## config.mk

```make
export PLATFORM = sky130hd
export DESIGN_NAME = multicycle_control_fsm_flat
export DESIGN_NICKNAME = d
export VERILOG_FILES = /design/src/rtl/multicycle_control_fsm_if.sv /design/src/rtl/multicycle_control_fsm.sv /design/src/flat_wrapper.sv
export SDC_FILE = /design/constraint.sdc
export NUM_CORES = 1
export LEC_CHECK = 0
export CAP_MARGIN = 30
export CORE_ASPECT_RATIO = 1.4
export CORE_MARGIN = 5
export CORE_UTILIZATION = 48
export CTS_CLUSTER_SIZE = 28
export DETAILED_ROUTE_END_ITERATION = 7
export PLACE_DENSITY = 0.86
export SLEW_MARGIN = 20
export SYNTH_ARGS = -nofsm -noshare
export SYNTH_HDL_FRONTEND = slang
export SYNTH_SLANG_ARGS = --single-unit
```

## constraint.sdc

```tcl
create_clock -name clk -period 4.39 [get_ports clk]
set_input_delay 0.439 -clock clk [delete_from_list [all_inputs] [get_ports clk]]
set_output_delay 0.439 -clock clk [all_outputs]
set_load 0.02 [all_outputs]
```

## src/rtl/multicycle_control_fsm_if.sv

```systemverilog
// Control-unit <-> datapath bundle: instruction/flag/handshake inputs and datapath strobes.
// master = control unit (drives strobes), slave = datapath/memory side.
interface multicycle_control_fsm_if #(
  parameter int INSTR_WIDTH   = 32,
  parameter int ALUCTRL_WIDTH = 3
);
  logic [INSTR_WIDTH-1:0]   instr;
  logic                     EQ;
  logic                     LT;
  logic                     mem_ready;
  logic                     PCWrite;
  logic                     IRWrite;
  logic                     RegWrite;
  logic                     MemRead;
  logic                     MemWrite;
  logic [ALUCTRL_WIDTH-1:0] ALUctrl;
  logic                     ALUsrc;
  logic [2:0]               ImmSrc;
  logic                     PCsrc;
  logic [1:0]               ResultSrc;
  logic                     fault;
  logic [2:0]               state;

  // Memory handshake: MemRead/MemWrite is a request held high; the access
  // completes in the cycle where mem_ready is sampled high alongside it.
  modport master (
    input  instr, EQ, LT, mem_ready,
    output PCWrite, IRWrite, RegWrite, MemRead, MemWrite,
    output ALUctrl, ALUsrc, ImmSrc, PCsrc, ResultSrc, fault, state
  );

  modport slave (
    output instr, EQ, LT, mem_ready,
    input  PCWrite, IRWrite, RegWrite, MemRead, MemWrite,
    input  ALUctrl, ALUsrc, ImmSrc, PCsrc, ResultSrc, fault, state
  );
endinterface

```

## src/rtl/multicycle_control_fsm.sv

```systemverilog
// Multi-cycle RV32I control unit: FETCH/DECODE/EXEC/MEM/WB sequencing with a
// memory-wait timeout and a sticky fault that parks the machine in HALT.
module multicycle_control_fsm #(
  parameter int INSTR_WIDTH   = 32,
  parameter int ALUCTRL_WIDTH = 3,
  parameter int MEM_TIMEOUT   = 15
) (
  input  logic                   clk,
  input  logic                   rst,
  multicycle_control_fsm_if.master bus
);

  localparam logic [6:0] OPC_IMM    = 7'b0010011;
  localparam logic [6:0] OPC_OP     = 7'b0110011;
  localparam logic [6:0] OPC_LUI    = 7'b0110111;
  localparam logic [6:0] OPC_JAL    = 7'b1101111;
  localparam logic [6:0] OPC_BRANCH = 7'b1100011;
  localparam logic [6:0] OPC_LOAD   = 7'b0000011;
  localparam logic [6:0] OPC_STORE  = 7'b0100011;

  typedef enum logic [2:0] {
    FETCH = 3'd0, DECODE = 3'd1, EXEC = 3'd2, MEM = 3'd3, WB = 3'd4, HALT = 3'd5
  } state_t;

  state_t                 state, state_next;
  logic [6:0]             opcode_q;
  logic [2:0]             funct3_q;
  logic                   f7b5_q;
  logic [7:0]             wait_cnt;
  logic                   fault_q;
  logic [INSTR_WIDTH-1:0] ir;
  logic                   unused_bits;
  logic                   wait_cycle, timeout_hit, taken;
  logic                   pc_write, ir_write, reg_write, mem_read, mem_write;
  logic                   alu_src, pc_src;
  logic [2:0]             alu, imm_src;
  logic [1:0]             result_src;

  assign ir          = bus.instr;
  assign unused_bits = ^{ir[INSTR_WIDTH-1:31], ir[29:15], ir[11:7]};

  function automatic logic legal(input logic [6:0] op, input logic [2:0] f3);
    case (op)
      OPC_IMM, OPC_OP:     legal = f3 inside {3'b000, 3'b010, 3'b100, 3'b110, 3'b111};
      OPC_LUI, OPC_JAL:    legal = 1'b1;
      OPC_BRANCH:          legal = f3 inside {3'b000, 3'b001, 3'b100};
      OPC_LOAD, OPC_STORE: legal = (f3 == 3'b010);
      default:             legal = 1'b0;
    endcase
  endfunction

  function automatic logic [2:0] imm_sel(input logic [6:0] op);
    case (op)
      OPC_STORE:  imm_sel = 3'b001;
      OPC_BRANCH: imm_sel = 3'b010;
      OPC_LUI:    imm_sel = 3'b011;
      OPC_JAL:    imm_sel = 3'b100;
      default:    imm_sel = 3'b000;
    endcase
  endfunction

  function automatic logic [2:0] alu_sel(input logic is_op, input logic [2:0] f3, input logic f7b5);
    case (f3)
      3'b000:  alu_sel = (is_op && f7b5) ? 3'b001 : 3'b000;
      3'b111:  alu_sel = 3'b010;
      3'b110:  alu_sel = 3'b011;
      3'b010:  alu_sel = 3'b100;
      3'b100:  alu_sel = 3'b101;
      default: alu_sel = 3'b000;
    endcase
  endfunction

  // timeout_hit marks the waiting cycle that brings the count up to MEM_TIMEOUT,
  // so MEM_TIMEOUT unanswered cycles are the most FETCH or MEM ever waits.
  assign wait_cycle  = (state == FETCH || state == MEM) && !bus.mem_ready;
  assign timeout_hit = wait_cycle && (wait_cnt == 8'(MEM_TIMEOUT - 1));
  assign taken       = ((funct3_q == 3'b000) && bus.EQ) ||
                       ((funct3_q == 3'b001) && !bus.EQ) ||
                       ((funct3_q == 3'b100) && bus.LT);

  always_ff @(posedge clk or posedge rst) begin
    if (rst) begin
      state    <= FETCH;
      opcode_q <= 7'd0;
      funct3_q <= 3'd0;
      f7b5_q   <= 1'b0;
      wait_cnt <= 8'd0;
      fault_q  <= 1'b0;
    end else begin
      state <= state_next;
      if (state == DECODE) begin
        opcode_q <= ir[6:0];
        funct3_q <= ir[14:12];
        f7b5_q   <= ir[30];
      end
      if (wait_cycle && state_next == state) wait_cnt <= wait_cnt + 8'd1;
      else                                   wait_cnt <= 8'd0;
      // HALT is only ever entered on a fault, so entry sets the sticky flag.
      if (state_next == HALT && state != HALT) fault_q <= 1'b1;
    end
  end

  always_comb begin
    state_next = state;
    case (state)
      FETCH: begin
        if (bus.mem_ready)    state_next = DECODE;
        else if (timeout_hit) state_next = HALT;
      end
      DECODE: begin
        if (!legal(ir[6:0], ir[14:12]))                      state_next = HALT;
        else if (ir[6:0] == OPC_LOAD || ir[6:0] == OPC_STORE) state_next = MEM;
        else                                                  state_next = EXEC;
      end
      EXEC:    state_next = (opcode_q == OPC_BRANCH) ? FETCH : WB;
      MEM: begin
        if (bus.mem_ready)    state_next = (opcode_q == OPC_LOAD) ? WB : FETCH;
        else if (timeout_hit) state_next = HALT;
      end
      WB:      state_next = FETCH;
      default: state_next = HALT;
    endcase
  end

  always_comb begin
    pc_write   = 1'b0;
    ir_write   = 1'b0;
    reg_write  = 1'b0;
    mem_read   = 1'b0;
    mem_write  = 1'b0;
    alu        = 3'b000;
    alu_src    = 1'b0;
    imm_src    = imm_sel(opcode_q);
    pc_src     = 1'b0;
    result_src = 2'b00;
    case (state)
      FETCH: begin
        mem_read = 1'b1;
        ir_write = bus.mem_ready;
        imm_src  = 3'b000;
      end
      DECODE: imm_src = imm_sel(ir[6:0]);
      EXEC: begin
        if (opcode_q == OPC_BRANCH) begin
          alu      = 3'b001;
          pc_write = 1'b1;
          pc_src   = taken;
        end else if (opcode_q == OPC_OP || opcode_q == OPC_IMM) begin
          alu = alu_sel(opcode_q == OPC_OP, funct3_q, f7b5_q);
        end
        alu_src = (opcode_q == OPC_IMM || opcode_q == OPC_LUI);
      end
      MEM: begin
        alu_src = 1'b1;
        if (opcode_q == OPC_LOAD) begin
          mem_read = 1'b1;
        end else begin
          mem_write = 1'b1;
          pc_write  = bus.mem_ready;
        end
      end
      WB: begin
        reg_write  = 1'b1;
        pc_write   = 1'b1;
        pc_src     = (opcode_q == OPC_JAL);
        result_src = (opcode_q == OPC_LOAD) ? 2'b01 :
                     (opcode_q == OPC_JAL)  ? 2'b10 : 2'b00;
      end
      default: imm_src = 3'b000;
    endcase
  end

  // Reset parks the FSM in FETCH immediately; gating keeps every strobe quiet
  // for as long as rst is held, so an aborted instruction leaves no write behind.
  assign bus.PCWrite   = pc_write  & ~rst;
  assign bus.IRWrite   = ir_write  & ~rst;
  assign bus.RegWrite  = reg_write & ~rst;
  assign bus.MemRead   = mem_read  & ~rst;
  assign bus.MemWrite  = mem_write & ~rst;
  assign bus.ALUctrl   = ALUCTRL_WIDTH'(alu);
  assign bus.ALUsrc    = alu_src;
  assign bus.ImmSrc    = imm_src;
  assign bus.PCsrc     = pc_src;
  assign bus.ResultSrc = result_src;
  assign bus.fault     = fault_q;
  assign bus.state     = state;

endmodule

```

## src/flat_wrapper.sv

```systemverilog
// flat-port wrapper written by rule: the top's interface ports become plain ports
module multicycle_control_fsm_flat 
#(
  parameter int INSTR_WIDTH   = 32,
  parameter int ALUCTRL_WIDTH = 3,
  parameter int MEM_TIMEOUT   = 15
)
  (clk, rst, bus_instr, bus_EQ, bus_LT, bus_mem_ready, bus_PCWrite, bus_IRWrite, bus_RegWrite, bus_MemRead, bus_MemWrite, bus_ALUctrl, bus_ALUsrc, bus_ImmSrc, bus_PCsrc, bus_ResultSrc, bus_fault, bus_state);
  multicycle_control_fsm_if #(.INSTR_WIDTH(INSTR_WIDTH), .ALUCTRL_WIDTH(ALUCTRL_WIDTH)) bus_i ();
  input  logic clk;
  input  logic rst;
  input wire logic [$bits(bus_i.instr)-1:0] bus_instr;
  input wire logic [$bits(bus_i.EQ)-1:0] bus_EQ;
  input wire logic [$bits(bus_i.LT)-1:0] bus_LT;
  input wire logic [$bits(bus_i.mem_ready)-1:0] bus_mem_ready;
  output wire logic [$bits(bus_i.PCWrite)-1:0] bus_PCWrite;
  output wire logic [$bits(bus_i.IRWrite)-1:0] bus_IRWrite;
  output wire logic [$bits(bus_i.RegWrite)-1:0] bus_RegWrite;
  output wire logic [$bits(bus_i.MemRead)-1:0] bus_MemRead;
  output wire logic [$bits(bus_i.MemWrite)-1:0] bus_MemWrite;
  output wire logic [$bits(bus_i.ALUctrl)-1:0] bus_ALUctrl;
  output wire logic [$bits(bus_i.ALUsrc)-1:0] bus_ALUsrc;
  output wire logic [$bits(bus_i.ImmSrc)-1:0] bus_ImmSrc;
  output wire logic [$bits(bus_i.PCsrc)-1:0] bus_PCsrc;
  output wire logic [$bits(bus_i.ResultSrc)-1:0] bus_ResultSrc;
  output wire logic [$bits(bus_i.fault)-1:0] bus_fault;
  output wire logic [$bits(bus_i.state)-1:0] bus_state;
  assign bus_i.instr = bus_instr;
  assign bus_i.EQ = bus_EQ;
  assign bus_i.LT = bus_LT;
  assign bus_i.mem_ready = bus_mem_ready;
  assign bus_PCWrite = bus_i.PCWrite;
  assign bus_IRWrite = bus_i.IRWrite;
  assign bus_RegWrite = bus_i.RegWrite;
  assign bus_MemRead = bus_i.MemRead;
  assign bus_MemWrite = bus_i.MemWrite;
  assign bus_ALUctrl = bus_i.ALUctrl;
  assign bus_ALUsrc = bus_i.ALUsrc;
  assign bus_ImmSrc = bus_i.ImmSrc;
  assign bus_PCsrc = bus_i.PCsrc;
  assign bus_ResultSrc = bus_i.ResultSrc;
  assign bus_fault = bus_i.fault;
  assign bus_state = bus_i.state;
  multicycle_control_fsm #(.INSTR_WIDTH(INSTR_WIDTH), .ALUCTRL_WIDTH(ALUCTRL_WIDTH), .MEM_TIMEOUT(MEM_TIMEOUT)) u_core (.clk(clk), .rst(rst), .bus(bus_i));
endmodule
```

# Yosys cells after proc, flatten, opt, wreduce, memory -nomap -nowiden
# Index checks and enable logic that the tools add are counted.
[totals] ff_bits=23 word_cells=104 in_bits=37 out_inout_bits=19
[op_classes] n_eq_ne=32 reduce_logical=25 n_addsub=1 mux=34 n_bitwise=6
[ops] op="$eq 7x6->1 const B" count=6
[ops] op="$pmux 3 s5" count=2
[ops] op="$eq 7x7->1 const B" count=4
[ops] op="$mux 3" count=9
[ops] op="$eq 3x3->1 const B" count=8
[ops] op="$pmux 3 s4" count=2
[ops] op="$eq 7x2->1 const B" count=2
[ops] op="$eq 7x5->1 const B" count=2
[ops] op="$eq 3x2->1 const B" count=4
[ops] op="$mux 1" count=11
[ops] op="$eq 3x1->1 const B" count=3
[ops] op="$logic_not 3->1" count=3
[ops] op="$add 8x1->8 const B" count=1
[ops] op="$eq 8x4->1 const B" count=1
[ops] op="$logic_and 1x1->1" count=8
[ops] op="$mux 8" count=1
[ops] op="$logic_or 1x1->1" count=6
[ops] op="$mux 2" count=3
[ops] op="$pmux 1 s2" count=3
[ops] op="$pmux 3 s2" count=1
[ops] op="$reduce_or 2->1" count=3
[ops] op="$and 1x1->1" count=5
[ops] op="$reduce_bool 5->1" count=1
[ops] op="$pmux 1 s4" count=1
[ops] op="7 further kinds" count=8

# Logic depth before layout (Yosys ltp)
[depth] word_depth=10 ltp_mapped=7 mapped_depth_nobuf=7

# Worst setup path before layout
# Ideal clock, no wire load.
[synth_timing] kind="flip-flop to output port" startpoint="register u_core.opcode_q[2]" endpoint="output bus_MemWrite" required_ns=3.951 n_path_buf=1 slack_ns=2.057 arrival_ns=1.894 path_stages_with_launch=4 cell_sequence="dfrtp_1 -> clkbuf_1 -> nor3_1 -> a2111oi_0"
[synth_between] elab_chain_len=4
[synth_rtl] element="from (decl)" line="multicycle_control_fsm.sv:26" text="logic [6:0] opcode_q;"
[synth_rtl] element="from (signal assigned)" line="multicycle_control_fsm.sv:92" text="opcode_q <= ir[6:0];"
[synth_rtl] element="$eq 7x2->1" line="multicycle_control_fsm.sv:155" text="if (opcode_q == OPC_LOAD) begin"
[synth_rtl] element="$mux 1" line="multicycle_control_fsm.sv:155"
[synth_rtl] element="$mux 1" line="multicycle_control_fsm.sv:136" text="case (state)"
[synth_rtl] element="$and 1x1->1" line="multicycle_control_fsm.sv:179" text="assign bus.MemWrite = mem_write & ~rst;"
[synth_rtl] element="to (decl)" line="flat_wrapper.sv:20" text="output wire logic [$bits(bus_i.MemWrite)-1:0] bus_MemWrite;"
# No other way between the ends.

# Final worst setup path
[layout_timing] startpoint="register u_core.state[1], in the netlist u_core.bus.state[1]" endpoint="output bus_ALUctrl[2]"
[layout_between] elab_chain_len=2
[layout_rtl] element="from (decl)" line="multicycle_control_fsm.sv:25" text="state_t state, state_next;"
[layout_rtl] element="from (signal assigned)" line="multicycle_control_fsm.sv:90" text="state <= state_next;"
[layout_rtl] element="$eq 3x2->1" line="multicycle_control_fsm.sv:136"
[layout_rtl] element="$mux 3" line="multicycle_control_fsm.sv:136"
[layout_rtl] element="to (decl)" line="flat_wrapper.sv:21" text="output wire logic [$bits(bus_i.ALUctrl)-1:0] bus_ALUctrl;"
# No other way between the ends.

==> results_dict.tcl <==
set metrics [dict create \
    cts_hold_buffers 0 \
    maxCapViolCount 0 \
    cp_slowest_cell "dfrtp_1" \
    cts.htree.levels 1 \
    synth_fa_ha_area_frac 0.0165 \
    wl_mm 3.47 \
    cp.depth 5 \
    n_fill_cell 268 \
    wl_met1_mm 1.44 \
    seqPwrFrac 0.436 \
    place_hpwl_mm 2.63 \
    vias_per_cell 5.66 \
    power_switching_share 0.398 \
    core_mm2 0.00309 \
    synth_most_common_cell "nor2_1" \
    power_density_mw_per_mm2 478 \
    synth_mux_area_frac 0.0883 \
    path_max_fanout 15 \
    cp_top_family "simple AND/OR/NAND/NOR gates" \
    io_pins 56 \
    grt_pass1_wl_mm 6.12 \
    power_mw 0.924 \
    synth_top_area_frac 0.380 \
    die_area_mm2 0.00440 \
    cts-resized-gates 0 \
    vias 1365 \
    hp-class "flop to flop" \
    max_freq_ghz 0.319 \
    rr_worst_depth 6 \
    synth-edff-count 0 \
    antenna_found_initial 0 \
    clk_pin_slew_ns 0.08 \
    setup_violations 0 \
    seq_area_um2 576 \
    floorplan.initialDensity 0.490 \
    synth_simple_gate_area_share 0.276 \
    cts_buffer_depth 2 \
    tns_ns 0 \
    yosys-top-cells-area "dfrtp_1, mux2_2, nor2_1, nand2_1, a21oi_1" \
    rows 24 \
    fin_skew_ns 0.00648 \
    min_period_ns 3.13 \
    clkPwrFrac 0.136 \
    synth_nets 208 \
    tightestPinTransition_ns 0.484 \
    yosysTopAreaCell "dfrtp_1" \
    met3_length_um 149 \
    grt_max_degree 25 \
    clk_latency_ns 0.26 \
    synth.top_cells.by_count "nor2_1, dfrtp_1, nand2_1" \
    port_buffers 34 \
    cp-start-kind "flop" \
    drtPass1Iterations 4 \
    yosysSeqAreaShare 0.380 \
    period_share 0.714 \
    grt_pass1_vias 1355 \
    holdPathStages 1 \
    cp_slowest_stage_delay_ns 0.65 \
    root_buffer "clkbuf_8" \
    synth.distinct_cells 44 \
    irDropWorstVdd_uv 303 \
    ys_ff_latch 23 \
    yosysWarnings 0 \
    cp.required_ns 3.95 \
    path_class "flop to output pin" \
    drtAntennaViolNets 0 \
    outcome "complete, no violations" \
    rsz0062_at_grt "no" \
    met2WireLength_mm 1.80 \
    tritoncts "yes" \
    area_growth_pct 27.6 \
    syn_area_per_cell_um2 8.97 \
    topRoutingLayerUsed "met4" \
    wire_per_inst_um 14.4 \
    diodes 0 \
    synth_top_family_by_area "simple AND/OR/NAND/NOR gates" \
    synth_compound_area_frac 0.156 \
    slew_viol_final 0 \
    synthFlopType "dfrtp_1" \
    multiInputGateArea_um2 883 \
    p_leak_nw 0.747 \
    arrival_ns 2.69 \
    die_h_um 76.5 \
    crit_path_end_kind "output pin" \
    overflow 0 \
    post-cts-setup-buffer-count 0 \
    switching_power_mw 0.368 \
    worst-path-buf-inv 1 \
    drive_above_1_share 0.129 \
    p_int_mw 0.556 \
    nets 242 \
    grt.total_usage 0.171 \
    syn_inst 169 \
    async_reset_ff_frac 1.00 \
    drc 0 \
    drt_iter0_markers 30 \
    combPwrFrac 0.428 \
    max_slew_margin 0.677 \
    cp_cell_sequence "nand2b_1, or2_2, or3_1, nor3_1, clkdlybuf4s50_1" \
    synth_area_mm2 0.00152 \
    numCtsBuffers 3 \
    cts.sinks 23 \
    gp_congestion 0.896 \
    die_x_um 57.5 \
    hold_viol 0 \
    synth-xor-area-share 0.0462 \
]
power by group through the flow:
| stage | clock (mW) | sequential, mW | combinational [mW] |
|---|---|---|---|
| detailed placement | 0 | 0.403 | 0.386 |
| global placement | 0 | 0.400 | 0.380 |
| global route | 0.142 | 0.417 | 0.434 |
| floorplan | 0 | 0.353 | 0.330 |
| finish | 0.126 | 0.403 | 0.396 |
| CTS | 0.130 | 0.398 | 0.389 |
cell usage in the layout, fill, tap and decap left out, drive strengths merged, types with 2 or more instances in the layout:
cell,instances
a31oi,2
inv,7
dfrtp,23
buf,2
nand3,5
a21o,2
or2,2
a21oi,9
clkdlybuf4s50,34
mux2,11
nor3,8
nor2,25
ha,2
xor2,4
or3,3
nor2b,3
o21ai,7
nand4b,3
nand2,14
nand2b,4
clkbuf,4
o22ai,3
nand4,3
xnor2,4
sequential cells by signal (all words and copies together), names as in the netlist:
register / cells
u_core.bus.fault: 1
u_core.wait_cnt: 8
u_core.f7b5_q: 1
u_core.bus.state: 3
u_core.opcode_q: 7
u_core.funct3_q: 3
stage by stage:
| stage | util | instance area (um^2) | setup slack, ns | hold WS [ns] | std cells |
|---|---|---|---|---|---|
| global placement | 0.608 | 1880 | 1.32 | 0.444 | 236 |
| floorplan | - | 1520 | 2.06 | 0.446 | 169 |
| CTS | 0.623 | 1930 | 1.27 | 0.490 | 240 |
| global route | 0.625 | 1930 | 1.05 | 0.508 | 241 |
| finish | 0.625 | 1930 | 1.26 | 0.489 | 241 |
| detailed placement | 0.608 | 1880 | 1.30 | 0.467 | 236 |
logic make-up after synthesis:
family | count (synthesis)
AND/OR/NAND/NOR | 76
AO/OA/AOI/OAI | 34
flip-flops | 23
buffers and inverters | 14
multiplexers | 12
XOR/XNOR | 8
adder cells (fa/ha/maj) | 2
path summary, 6_finish.rpt:
kind,startpoint,end,slack (ns)
worst max-delay path,u_core.bus.state[1],bus_ALUctrl[2],1.26
worst min-delay path,u_core.bus.fault,u_core.bus.fault,0.49
worst max register to register,u_core.bus.state[1],u_core.bus.fault,2.59
worst min register to register,u_core.bus.fault,u_core.bus.fault,0.49
max in group asynchronous,rst,u_core.f7b5_q,3.50
min in group asynchronous,rst,u_core.bus.state[1],0.64
metal layers:
metal  vias up  track usage
met1       649        0.209
met2        32        0.293
li1        678            -
met5         -            0
met3         6       0.0271
met4         0       0.0650
layout make-up:
type | count | area share
tap | 39 | 0.0252
clock buffer | 4 | 0.0233
inverter | 7 | 0.0136
timing repair buffer | 36 | 0.184
multi-input combinational | 132 | 0.457
sequential | 23 | 0.298
(Power assumes the default switching activity.)
